### config.mk
export PLATFORM = sky130hd
export DESIGN_NAME = clk_div_gen
export DESIGN_NICKNAME = d
export VERILOG_FILES = /design/src/rtl/clk_div_pkg.sv /design/src/rtl/clk_div_gen_if.sv /design/src/rtl/clk_div_ch.sv /design/src/rtl/clk_div_gen.sv
export SDC_FILE = /design/constraint.sdc
export NUM_CORES = 1
export LEC_CHECK = 0
export CORE_UTILIZATION = 56
export CTS_BUF_LIST = sky130_fd_sc_hd__clkbuf_2
export CTS_CLUSTER_DIAMETER = 50
export DETAILED_ROUTE_END_ITERATION = 8
export GPL_TIMING_DRIVEN = 0
export PLACE_DENSITY = 0.84
export SYNTH_ARGS = -nofsm -noshare
export SYNTH_HDL_FRONTEND = slang
export SYNTH_HIERARCHICAL = 1
export SYNTH_SLANG_ARGS = --single-unit
export TNS_END_PERCENT = 50
### constraint.sdc
create_clock -name clk_50mhz -period 4.92 [get_ports clk_50mhz]
set_input_delay 0.984 -clock clk_50mhz [delete_from_list [all_inputs] [get_ports clk_50mhz]]
set_output_delay 0.984 -clock clk_50mhz [all_outputs]
set_load 0.01 [all_outputs]
### src/rtl/clk_div_pkg.sv
// Shared types and defaults for the multi-channel clock divider.
// Optional build macro: CLKDIV_SYNC_EN.
package clk_div_pkg;

  localparam int DEF_NUM_CH = 4;
  localparam int DEF_CNT_W  = 16;

  typedef enum logic {
    CH_IDLE = 1'b0,
    CH_RUN  = 1'b1
  } ch_state_e;

endpackage

### src/rtl/clk_div_gen_if.sv
// Per-channel divider bundle: controls in, divided outputs back.
// Optional build macro: CLKDIV_SYNC_EN adds the sync strobe.
interface clk_div_gen_if #(
  parameter int CNT_W = clk_div_pkg::DEF_CNT_W
);

  logic             en;
  logic [CNT_W-1:0] div;
`ifdef CLKDIV_SYNC_EN
  logic             sync;
`endif
  logic             clk;
  logic             tick;
  logic             active;

  modport master (
`ifdef CLKDIV_SYNC_EN
    output sync,
`endif
    output en,
    output div,
    input  clk,
    input  tick,
    input  active
  );

  modport slave (
`ifdef CLKDIV_SYNC_EN
    input  sync,
`endif
    input  en,
    input  div,
    output clk,
    output tick,
    output active
  );

endinterface

### src/rtl/clk_div_ch.sv
// One divider channel: counter, latched divisor, registered outputs.
// Optional build macro: CLKDIV_SYNC_EN.
module clk_div_ch
  import clk_div_pkg::*;
#(
  parameter int CNT_W = DEF_CNT_W
) (
  input logic          clk_i,
  input logic          rst_n,
  clk_div_gen_if.slave bus
);

  ch_state_e        state_q, state_d;
  logic [CNT_W-1:0] cnt_q, cnt_d;
  logic [CNT_W-1:0] nl_q, nl_d;
  logic [CNT_W-1:0] half_d;
  logic             clk_q, clk_d;
  logic             tick_q, tick_d;
  logic             run_d;
  logic             wrap;
  logic             reload;
  logic             sync_hit;

`ifdef CLKDIV_SYNC_EN
  assign sync_hit = bus.sync;
`else
  assign sync_hit = 1'b0;
`endif

  assign wrap   = (state_q == CH_RUN) &&
                  (cnt_q == nl_q - 1'b1);
  assign reload = sync_hit || wrap ||
                  (state_q == CH_IDLE);

  // Nl only changes at a period boundary, so outputs never glitch
  always_comb begin
    state_d = state_q;
    cnt_d   = cnt_q;
    nl_d    = nl_q;
    unique case (1'b1)
      !bus.en: begin
        state_d = CH_IDLE;
        cnt_d   = '0;
        nl_d    = '0;
      end
      bus.en && reload: begin
        nl_d    = bus.div;
        cnt_d   = '0;
        state_d = (bus.div != '0) ? CH_RUN
                                  : CH_IDLE;
      end
      bus.en && !reload: begin
        cnt_d = cnt_q + 1'b1;
      end
      default: ;
    endcase
  end

  assign run_d  = (state_d == CH_RUN);
  assign half_d = (nl_d >> 1) +
                  {{(CNT_W-1){1'b0}}, nl_d[0]};
  assign tick_d = run_d && (cnt_d == '0);
  assign clk_d  = run_d && (cnt_d < half_d);

  always_ff @(posedge clk_i or negedge rst_n) begin
    if (!rst_n) begin
      state_q <= CH_IDLE;
      cnt_q   <= '0;
      nl_q    <= '0;
      clk_q   <= 1'b0;
      tick_q  <= 1'b0;
    end else begin
      state_q <= state_d;
      cnt_q   <= cnt_d;
      nl_q    <= nl_d;
      clk_q   <= clk_d;
      tick_q  <= tick_d;
    end
  end

  assign bus.clk    = clk_q;
  assign bus.tick   = tick_q;
  assign bus.active = (state_q == CH_RUN);

endmodule

### src/rtl/clk_div_gen.sv
// Multi-channel programmable clock divider with tick outputs.
// Optional build macro: CLKDIV_SYNC_EN adds sync_i phase alignment.
module clk_div_gen
  import clk_div_pkg::*;
#(
  parameter int NUM_CH = DEF_NUM_CH,
  parameter int CNT_W  = DEF_CNT_W
) (
  input  logic                    clk_50mhz,
  input  logic                    rst_n,
`ifdef CLKDIV_SYNC_EN
  input  logic                    sync_i,
`endif
  input  logic [NUM_CH-1:0]       en_i,
  input  logic [NUM_CH*CNT_W-1:0] div_i,
  output logic [NUM_CH-1:0]       clk_o,
  output logic [NUM_CH-1:0]       tick_o,
  output logic [NUM_CH-1:0]       active_o
);

  for (genvar i = 0; i < NUM_CH; i++) begin : g_ch
    clk_div_gen_if #(.CNT_W(CNT_W)) ch_if ();

    assign ch_if.en  = en_i[i];
    assign ch_if.div = div_i[i*CNT_W +: CNT_W];
`ifdef CLKDIV_SYNC_EN
    assign ch_if.sync = sync_i;
`endif
    assign clk_o[i]    = ch_if.clk;
    assign tick_o[i]   = ch_if.tick;
    assign active_o[i] = ch_if.active;

    clk_div_ch #(
      .CNT_W(CNT_W)
    ) u_ch (
      .clk_i(clk_50mhz),
      .rst_n(rst_n),
      .bus  (ch_if.slave)
    );
  end

endmodule

-- Word level (Yosys, flattened, before mapping)
Cells that the tools add are included.
- flip-flop bits (word level): 140
- bits in latches: 0
- bits in writable memories: 0
- memory bits (read-only): 0
- input bits: 70
- output and inout port bits: 12
- memories: 0
- add/sub/neg operators: 12
- $mul: 0
- div/mod/pow operators: 0
- order comparisons: 4
- equality and inequality tests: 4
- shifts and indexed selects: 0
- mux-type cells: 16
- bitwise operators: 4
- reductions and logical operators: 44
- operators by type and width (kind ; number):
    $pmux W16 S2 ; 8
    $add A15 B1 Y16 ; 4
    $add A16 B1 Y16 const B ; 4
    $eq A16 B16 Y1 ; 4
    $logic_not A16 Y1 ; 4
    $lt A16 B16 Y1 ; 4
    $reduce_bool A16 Y1 ; 4
    $sub A16 B1 Y16 const B ; 4
    $logic_and A1 B1 Y1 ; 20
    $logic_not A1 Y1 ; 8
    $pmux W1 S2 ; 4
    $reduce_or A2 Y1 ; 4
    $logic_or A1 B1 Y1 ; 4
    $mux W1 ; 4
    $not A1 Y1 ; 4

-- Depth between registers and ports, before layout
Gate-level depths: netlist (run 1).
- word-level depth: 9
- depth in mapped cells: 30

-- By module
The synthesis (run 1) kept the hierarchy.
- by module, submodules not included (module ; times used ; cells each ; area each (sq um)):
    clk_div_ch at g_ch[0].u_ch ... ; 2 ; 360 ; 3138.0
    clk_div_ch at g_ch[3].u_ch ; 1 ; 365 ; 3126.7
    clk_div_ch at g_ch[1].u_ch ; 1 ; 349 ; 3103.0
    clk_div_gen ; 1 ; 12 ; 90.1

-- Worst setup path before layout (run 1)
OpenSTA, ideal clock, no wires.
- path kind: register -> register
- from: register g_ch[1].u_ch.nl_q[3]
- to: register g_ch[1].u_ch.clk_q
- arrival: 5.342 ns
- required time: 4.826 ns
- setup slack: -0.516 ns
- cell stages (with the launch flop): 30
- path buffers: 3
- period minus slack after synthesis: 5.436 ns
- cell sequence: dfrtp_1 buf_6 or4_4 nor4_2 or3b_1 a311o_1 a2111oi_4 nor2_4 buf_6 buf_8 mux2i_1 nor2b_1 ha_1 ha_1 nand3_1 nor2_1 nand2_1 mux2i_2 and3b_1 xnor2_1 ha_1 a21o_1 a21o_1 a21o_1 a21o_1 a21oi_1 nor2b_1 o21ai_0 nand2_1 a211oi_1
- cells in the longest elaborated chain, start to end: 9
- elaborated cells on any way between the ends: 14
- ends and longest elaborated chain (what ; RTL line ; text):
    start: declaration ; clk_div_ch.sv:15 ; logic [CNT_W-1:0] nl_q, nl_d;
    start signal: assignment ; clk_div_ch.sv:75 ; nl_q <= nl_d;
    $sub A16 B1 Y16 ; clk_div_ch.sv:31 ; (cnt_q == nl_q - 1'b1);
    $eq A16 B16 Y1 ; clk_div_ch.sv:31 ;
    $logic_and A1 B1 Y1 ; clk_div_ch.sv:30 ; assign wrap = (state_q == CH_RUN) &&
    $logic_or A1 B1 Y1 ; clk_div_ch.sv:32 ; assign reload = sync_hit || wrap ||
    $logic_and A1 B1 Y1 ; clk_div_ch.sv:46 ; bus.en && reload: begin
    $pmux W16 S2 ; clk_div_ch.sv:40 ; unique case (1'b1)
    net g_ch[1].u_ch.nl_d[0] ; clk_div_ch.sv:15 ;
    $add A15 B1 Y16 ; clk_div_ch.sv:60 ; assign half_d = (nl_d >> 1) +
    $lt A16 B16 Y1 ; clk_div_ch.sv:63 ; assign clk_d = run_d && (cnt_d < half_d);
    $logic_and A1 B1 Y1 ; clk_div_ch.sv:63 ;
    net g_ch[1].u_ch.clk_d ; clk_div_ch.sv:17 ; logic clk_q, clk_d;
    end signal: assignment ; clk_div_ch.sv:76 ; clk_q <= clk_d;
    end: declaration ; clk_div_ch.sv:17 ;
The timed path passes the listed nets, and every way through them passes these cells.

-- Worst setup path in the final report (run 1)
Ends and elaborated chain as after synthesis.

==> key figures, run 1 <==
Critical path
  – Worst path required time: 5.56 ns
  – Startpoint Class: register
  – Max incr delay on CP: 0.56 ns
  – CP arrival: 6.41 ns
  – Slowest CP cell: or4_4
  – Crit-path max FO: 7
  – CP endpoint kind: register
  – Critical path type: register to register
  – Worst path most repeated cell: a21o_1
  – R2R Setup Slk: -0.86 ns

Synthesis
  – Mean post-synth cell area: 8.71 um^2
  – Synth top area share: 27.8%
  – Synth Register Bits: 140
  – Post-synth top cells: nor2_1, dfrtp_1, xnor2_1
  – Mapped Cells: 1446
  – Synth Flop Type: dfrtp_1
  – Post-synth EDFFs: 0
  – Cell with the most instances after synthesis: nor2_1
  – Asr flop ratio synth: 100%
  – Yosys cell types: 82
  – Syn Nets: 1592
  – Sequential area share after synthesis: 27.8%
  – Area leader, netlist: dfrtp_1
  – Synth top area cells: dfrtp_1, xnor2_1, ha_1
  – Yosys Warn Count: 6
  – Mapped cell area: 0.0126 mm^2

Placed design
  – Hpwl dp: 24600 um
  – Place WS: -1.43 ns
  – Inst Count DP: 1807
  – Routability congestion estimate: 0.959
  – Port Buf Inserts: 80

Pwr
  – Total power: 2.82 mW
  – VDD IR max: 131 uV
  – Pwr/cell area: 188 mW/mm^2
  – LEAKAGE: 6.27 nW

Global route
  – Overflow after GRT: 0
  – All-Layer GR Usage: 29.6%
  – First-pass GRT wire length: 56000 um
  – Largest net degree at the start of global routing: 79
  – Number of global-route vias before repair: 11400
  – Initial antenna violation count: 1

Clocking
  – Clock sinks: 140
  – CTS H-tree lvls: 4
  – Number of buffers created by CTS: 17
  – CTS tree: yes
  – Clock latency at the later pin of the worst-skew pair: 0.74 ns
  – CTS clk-pin slew, worst paths: 0.22 ns
  – Cts hold-fix bufs: 0
  – Clock Tree Buf Depth: 2
  – Root buffer cell: clkbuf_2

Hold path
  – HP Class: input port to async pin

Outcome
  – Failing checks: design-rule violations, negative setup slack
  – Status: finished, violations left

Cells and area
  – Final net count: 1738
  – Layout cells sized above 1: 16.2%
  – Post-route insts no fill: 1885
  – P&R area growth vs syn: 18.8%
  – Final Util: 68.2%

Timing
  – Tightest Pin Transition: 1.14 ns
  – Peak Freq: 0.173 GHz
  – Relative max-transition margin: 23.5%
  – Final Setup Violations: 4
  – Final hold vios: 0
  – Final worst path period need: 5.78 ns
  – Worst Clk Skew: 0.0443 ns
  – RSZ-0062 raised after global routing: true
  – Max-slew violation count: 0
  – Final Cycle Share: 117%
  – PnR worst setup slack: -0.858 ns

Floorplan
  – Rows: 54
  – I/O pin count: 82
  – Initial Utilization: 57.4%
  – Core area: 0.0220 mm^2
  – Die Area: 0.0231 mm^2
  – Die X: 152 um
  – Die span in y: 152 um

Detailed routing
  – DRT Pass-1 Iters: 8
  – Routed Antenna Nets: 0
  – Via count: 11700
  – DRC violations left: 8
  – DR WL/cell: 18.5 um
  – Vias per std cell: 6.20
  – Final wirelength: 34800 um
  – DR iter-0 viols: 1116

Flow run
  – Max_cap viols: 0
-- worst paths after layout --
check | cells past startpoint | end | startpoint
max | 30 | g_ch[1].u_ch/bus.clk | g_ch[1].u_ch/nl_q[3]
min | 1 | g_ch[3].u_ch/nl_q[14] | rst_n
max reg2reg | 30 | g_ch[1].u_ch/bus.clk | g_ch[1].u_ch/nl_q[3]
min reg2reg | 1 | g_ch[0].u_ch/cnt_q[0] | g_ch[0].u_ch/cnt_q[0]
max in group asynchronous | 2 | g_ch[0].u_ch/nl_q[5] | rst_n
min in group clk_50mhz | 1 | g_ch[0].u_ch/cnt_q[0] | g_ch[0].u_ch/cnt_q[0]
-- cells in the final DEF (no fill, tap or decap), types with 34 or more instances in the layout --
cell and instances:
nor2_1 162, dfrtp_1 135, xnor2_1 108, nand2_1 99, xor2_1 83, clkdlybuf4s50_1 79, mux2i_1 67, ha_1 63
buf_4 62, clkbuf_1 54, nand4_1 47, nand3_1 46, nor2b_1 42, inv_1 34
-- layout make-up --
class / count / area, um^2
multi-input cells: 1170 / 8900
inverters: 36 / 135
clock buffers: 20 / 100
repair buffers: 131 / 1220
well taps: 280 / 350
diodes: 1 / 2.50
flip-flops and latches: 140 / 3510
fillers: 1683 / 6990
clock inverters: 11 / 170
plain buffers: 96 / 579
-- flip-flops by register name, summed over array words and instances (netlist names) --
register / flops
g_ch.u_ch/bus.clk: 4
g_ch.u_ch/bus.active: 4
g_ch.u_ch/bus.tick: 4
g_ch.u_ch/cnt_q: 64
g_ch.u_ch/nl_q: 64
-- kinds of logic (layout without fill, tap and decap cells) --
group           count (synthesis)  after routing  synth area share, %
simple gates                  627            627                 26.4
compound gates                183            183                 11.7
xor+xnor                      194            194                 13.5
fa+ha+maj                      76             76                 7.55
buf+inv                       136            294                 5.32
mux                            90             90                 7.65
flops                         140            140                 27.8
other cells                     0              1                    0
-- power by group --
group          internal, mW  switching [mW]
registers              1.19          0.0521
logic                 0.354           0.429
clock network         0.336           0.457
-- critical path: cells and delay by family (launching register included) --
kind,cells,cell delay (ns)
buffers and inverters,4,0.52
DFF,1,0.42
AOI/OAI and AO/OA,9,1.70
adders and majority gates,3,0.58
xor gates and xnor gates,1,0.08
muxes,2,0.29
and+or+nand+nor,11,2.11
-- timing repair --
action                     CTS  global route
pin swaps                   44            15
buffers inserted            31            19
resized for setup           62            30
setup endpoints to repair    4             4
-- through the flow --
step                      area, um^2  TNS [ns]  hold WS, ns
final                          15000     -2.52        0.190
after detailed placement       13900     -4.67        0.579
after CTS                      14700     -2.25        0.161
after global routing           15000     -3.45        0.164
after global placement         13800   -422.72        0.552
after floorplan                12700     -1.39        0.501
-- per-layer routing --
layer | up-vias | part of all wire, % | GRT usage, %
li1 | 5464 | - | -
met1 | 5631 | 43 | 38.5
met2 | 504 | 48 | 50.4
met3 | 89 | 6.1 | 3.71
met4 | 0 | 2.9 | 11.4
met5 | - | 0 | 0
Note: power is estimated with default switching activity, not from simulation.
==> inputs of run 2 (changes only) <==
- CORE_MARGIN: unset -> 2
==> key figures, run 2 (synthesis gave the netlist of run 1 again) <==
Outcome
  – Status: finished, violations left
  – Failing checks: negative setup slack

Floorplan
  – I/O pin count: 82
  – Rows: 54
  – Core area: 0.0220 mm^2
  – Initial Utilization: 57.4%
  – Die Area: 0.0237 mm^2
  – Die X: 154 um
  – Die span in y: 154 um

Timing
  – PnR worst setup slack: -1.05 ns
  – Tightest Pin Transition: 1.04 ns
  – Final Cycle Share: 121%
  – Max-slew violation count: 0
  – Worst Clk Skew: 0.0438 ns
  – Peak Freq: 0.168 GHz
  – Final Setup Violations: 4
  – RSZ-0062 raised after global routing: true
  – Relative max-transition margin: 30.3%
  – Final worst path period need: 5.97 ns
  – Final hold vios: 0

Cells and area
  – Most common cell after layout, fill and taps aside: nor2_1
  – Final net count: 1732
  – Layout cells sized above 1: 16.2%
  – Most frequent cells in the layout: nor2_1, dfrtp_1, xnor2_1, nand2_1, xor2_1
  – P&R area growth vs syn: 18.8%
  – Biggest regs: g_ch.u_ch/cnt_q (64), g_ch.u_ch/nl_q (64)
  – Final Util: 68.1%

Clocking
  – Number of buffers created by CTS: 17
  – Clock Tree Buf Depth: 2
  – Root buffer cell: clkbuf_2
  – Clock sinks: 140
  – Cts hold-fix bufs: 0
  – CTS clk-pin slew, worst paths: 0.24 ns
  – Clock latency at the later pin of the worst-skew pair: 0.75 ns
  – CTS H-tree lvls: 4
  – CTS tree: yes

Critical path
  – CP delay by family, top: simple AND/OR/NAND/NOR gates
  – Slowest CP cell: or4_4
  – Crit-path max FO: 4
  – CP bufs+invs: 3
  – Max incr delay on CP: 0.59 ns
  – CP arrival: 6.63 ns
  – Startpoint Class: register
  – Critical path type: register to register
  – Worst path required time: 5.58 ns
  – Worst path most repeated cell: a21o_1
  – CP endpoint kind: register

Placed design
  – Hpwl dp: 25200 um
  – Place WS: -1.41 ns
  – Routability congestion estimate: 0.958
  – Port Buf Inserts: 80

Global route
  – Number of global-route vias before repair: 11500
  – Overflow after GRT: 0
  – All-Layer GR Usage: 28.9%
  – Initial antenna violation count: 1
  – Largest net degree at the start of global routing: 74
  – First-pass GRT wire length: 56200 um

Pwr
  – LEAKAGE: 6.23 nW
  – Pwr/cell area: 188 mW/mm^2
  – VDD IR max: 106 uV

Flow run
  – Max_cap viols: 0

Hold path
  – HP Class: input port to async pin

Detailed routing
  – DR iter-0 viols: 1226
  – DRT Pass-1 Iters: 6
  – DRC violations left: 0
  – Routed Antenna Nets: 0
  – Final wirelength: 35700 um
  – Vias per std cell: 6.32
  – DR WL/cell: 19.0 um
  – Via count: 11900
run 2: final timing paths:
check	from	to	slack (ns)	cells after the start
setup / recovery	g_ch[1].u_ch/nl_q[2]	g_ch[1].u_ch/bus.clk	-1.05	28
max in group asynchronous	rst_n	g_ch[3].u_ch/cnt_q[12]	3.85	2
hold reg to reg	g_ch[2].u_ch/cnt_q[0]	g_ch[2].u_ch/cnt_q[0]	0.59	1
hold / removal	rst_n	g_ch[3].u_ch/nl_q[14]	0.21	1
min in group clk_50mhz	g_ch[2].u_ch/cnt_q[0]	g_ch[2].u_ch/cnt_q[0]	0.59	1
setup reg to reg	g_ch[1].u_ch/nl_q[2]	g_ch[1].u_ch/bus.clk	-1.05	28
run 2: layout make-up:
class | count | area, um^2
Multi-Input combinational cell | 1170 | 8950
Fill cell | 1710 | 7000
Sequential cell | 140 | 3510
Timing Repair Buffer | 126 | 1170
Buffer | 95 | 579
Tap cell | 280 | 350
Clock inverter | 12 | 174
Inverter | 36 | 135
Clock buffer | 18 | 90.1
Antenna cell | 1 | 2.50
run 2: what timing repair did:
action,4_1_cts,5_1_grt
pin swaps,30,29
gates resized for setup,66,36
gates cloned,0,0
setup buffers,27,19
setup endpoints to repair,4,4
run 2: through the flow:
step / hold WS (ns) / power, mW / setup TNS [ns] / cells / instance area, um^2
2_1_floorplan: 0.501 / 1.72 / -1.39 / 1446 / 12700
3_3_place_gp: 0.559 / 1.93 / -439.93 / 1806 / 13800
3_5_place_dp: 0.570 / 1.95 / -4.82 / 1807 / 13900
4_1_cts: 0.192 / 2.79 / -2.36 / 1861 / 14700
5_1_grt: 0.206 / 2.94 / -3.88 / 1878 / 15000
6_report: 0.208 / 2.82 / -2.74 / 1878 / 15000
run 2: per-layer routing:
metal  GRT usage, %  routed length [um]  up-vias
met5              0                   0        -
met4           10.8                1060        0
met3           4.34                2520      125
met2           48.9               17300      593
met1           37.7               14800     5705
li1               -                   -     5451
run 2: worst register-to-register path: cells and delay by family (launching register included):
kind | cells | cell delay, ns
DFF | 1 | 0.47
muxes | 2 | 0.35
buffers and inverters | 3 | 0.43
xor gates and xnor gates | 1 | 0.15
adders and majority gates | 3 | 0.75
AOI/OAI and AO/OA | 8 | 1.69
and+or+nand+nor | 11 | 2.02
run 2: where the power goes:
| group | internal [mW] | leakage [nW] | switching [mW] |
|---|---|---|---|
| clock | 0.328 | 0.149 | 0.453 |
| combinational | 0.354 | 4.21 | 0.437 |
| sequential | 1.19 | 1.87 | 0.0550 |
| total | 1.87 | 6.23 | 0.944 |
==> inputs of run 3 (changes only) <==
- CORE_UTILIZATION: 56 -> 63
- GPL_TIMING_DRIVEN: 0 -> unset
- PLACE_DENSITY: 0.84 -> 0.89
- clock period: 4.92 -> 6.8 ns (I/O delays scaled with it)
==> key figures, run 3 (synthesis gave the netlist of run 1 again) <==
Outcome
  – Status: complete, no violations

Detailed routing
  – DR iter-0 viols: 983
  – DRT Pass-1 Iters: 5
  – DR WL/cell: 18.1 um
  – Via count: 11100
  – DRC violations left: 0
  – Routed Antenna Nets: 0
  – Final wirelength: 31500 um
  – Vias per std cell: 6.42

Global route
  – Largest net degree at the start of global routing: 83
  – Overflow after GRT: 0
  – Number of global-route vias before repair: 11000
  – First-pass GRT wire length: 52600 um
  – Initial antenna violation count: 1
  – All-Layer GR Usage: 29.9%

Critical path
  – Worst r2r src: g_ch[1].u_ch/nl_q[0]
  – Critical path type: register to register
  – Slowest CP cell: nor4b_1
  – CP endpoint kind: register
  – Reg2reg path depth: 28
  – Worst setup path end: g_ch[1].u_ch/bus.clk
  – Crit-path max FO: 7
  – Max incr delay on CP: 0.92 ns
  – Critical path origin: g_ch[1].u_ch/nl_q[0]
  – Startpoint Class: register
  – R2R Setup Slk: 0.51 ns
  – Worst path required time: 7.48 ns
  – CP arrival: 6.97 ns
  – Worst r2r dst: g_ch[1].u_ch/bus.clk

Placed design
  – Port Buf Inserts: 81
  – Routability congestion estimate: 0.969
  – Inst Count DP: 1705
  – Hpwl dp: 23900 um

Clocking
  – CTS resizes: 0
  – Clock Tree Buf Depth: 2
  – Clock latency at the later pin of the worst-skew pair: 0.77 ns
  – CTS H-tree lvls: 4
  – CTS tree: yes
  – Root buffer cell: clkbuf_2
  – Cts hold-fix bufs: 0
  – CTS clk-pin slew, worst paths: 0.21 ns
  – Number of buffers created by CTS: 17
  – Setup Fix Bufs, Post-CTS: 0
  – Clock sinks: 140

Pwr
  – VDD IR max: 106 uV
  – Pwr/cell area: 137 mW/mm^2
  – LEAKAGE: 5.68 nW
  – Total power: 1.85 mW

Cells and area
  – Final net count: 1605
  – Most common cell after layout, fill and taps aside: nor2_1
  – Biggest regs: g_ch.u_ch/cnt_q (64), g_ch.u_ch/nl_q (64)
  – P&R area growth vs syn: 7.20%
  – FILL cells: 1547
  – Most frequent cells in the layout: nor2_1, dfrtp_1, xnor2_1, nand2_1, xor2_1
  – Post-route insts no fill: 1736
  – Layout cells sized above 1: 7.28%

Floorplan
  – Die span in y: 145 um
  – Rows: 51
  – Die X: 145 um
  – Core area: 0.0195 mm^2
  – I/O pin count: 82
  – Die Area: 0.0211 mm^2
  – Initial Utilization: 64.5%

Timing
  – Final TNS setup: 0 ns
  – Final Cycle Share: 92.6%
  – Final hold vios: 0
  – Tightest Pin Transition: 1.13 ns
  – Final worst path period need: 6.29 ns
  – Max-slew violation count: 0
  – Worst Clk Skew: 0.0355 ns
  – Final Setup Violations: 0
  – Peak Freq: 0.159 GHz
  – Relative max-transition margin: 23.8%
  – RSZ-0062 raised after global routing: false

Hold path
  – HP Class: register to register

Flow run
  – Max_cap viols: 0
run 3: changes by cell type in the layout (fill, tap and decap cells not counted), sizes merged:
cell           delta
diode             +1
clkinvlp          -1
clkbuf           -56
clkdlybuf4s50     +1
buf              -72
bufinv            -2
clkinv            +2
run 3: worst min-delay path by stage:
stage                     startpoint               endpoint  slack [ns]  depth (start not counted)
4_1_cts        g_ch[0].u_ch/cnt_q[0]  g_ch[0].u_ch/cnt_q[0]        0.59                          1
3_3_place_gp   g_ch[1].u_ch/cnt_q[0]  g_ch[1].u_ch/cnt_q[0]        0.56                          1
5_1_grt        g_ch[0].u_ch/cnt_q[0]  g_ch[0].u_ch/cnt_q[0]        0.61                          1
3_5_place_dp   g_ch[0].u_ch/cnt_q[0]  g_ch[0].u_ch/cnt_q[0]        0.56                          1
2_1_floorplan  g_ch[3].u_ch/cnt_q[0]  g_ch[3].u_ch/cnt_q[0]        0.50                          1
6_report       g_ch[0].u_ch/cnt_q[0]  g_ch[0].u_ch/cnt_q[0]        0.58                          1
run 3: power by group:
group	leakage, nW	internal (mW)	switching, mW
Combinational	3.68	0.203	0.258
Clock	0.121	0.157	0.316
Sequential	1.88	0.861	0.0549
Total	5.68	1.22	0.629
run 3: cell type report:
cell class	instances	area (um^2)	share of cell area [%]
Antenna cell	2	5.00	0.0371
Clock buffer	18	90.1	0.667
Clock inverter	11	105	0.778
Inverter	36	135	1.00
Multi-Input combinational cell	1170	8420	62.4
Sequential cell	140	3500	25.9
Tap cell	265	332	2.46
Timing Repair Buffer	94	910	6.74
run 3: critical path: cells and delay by family, from the launching register on:
kind | cells | cell delay [ns]
AOI/OAI and AO/OA | 9 | 1.83
muxes | 2 | 0.40
and+or+nand+nor | 10 | 2.24
buffers and inverters | 1 | 0.09
adders and majority gates | 4 | 0.87
DFF | 1 | 0.49
xor gates and xnor gates | 2 | 0.29
run 3: metal layers:
metal	GRT usage (%)	wire, um	part of all wire [%]	up-vias
met2	50.5	15200	48	511
met1	38.4	13200	42	5326
li1	-	-	-	5195
met4	13.6	1150	3.7	0
met3	4.04	1930	6.1	108
met5	0	0	0	-
run 3: metrics by stage:
stage / utilization [%] / cell area, um^2 / hold slack [ns] / setup WS [ns]
final: 69.2 / 13500 / 0.579 / 0.506
after global routing: 69.2 / 13500 / 0.609 / 0.137
after CTS: 69.1 / 13500 / 0.591 / 0.667
after detailed placement: 68.1 / 13300 / 0.562 / 0.711
after global placement: 68.1 / 13300 / 0.559 / 0.931
after floorplan: - / 12600 / 0.501 / 1.36
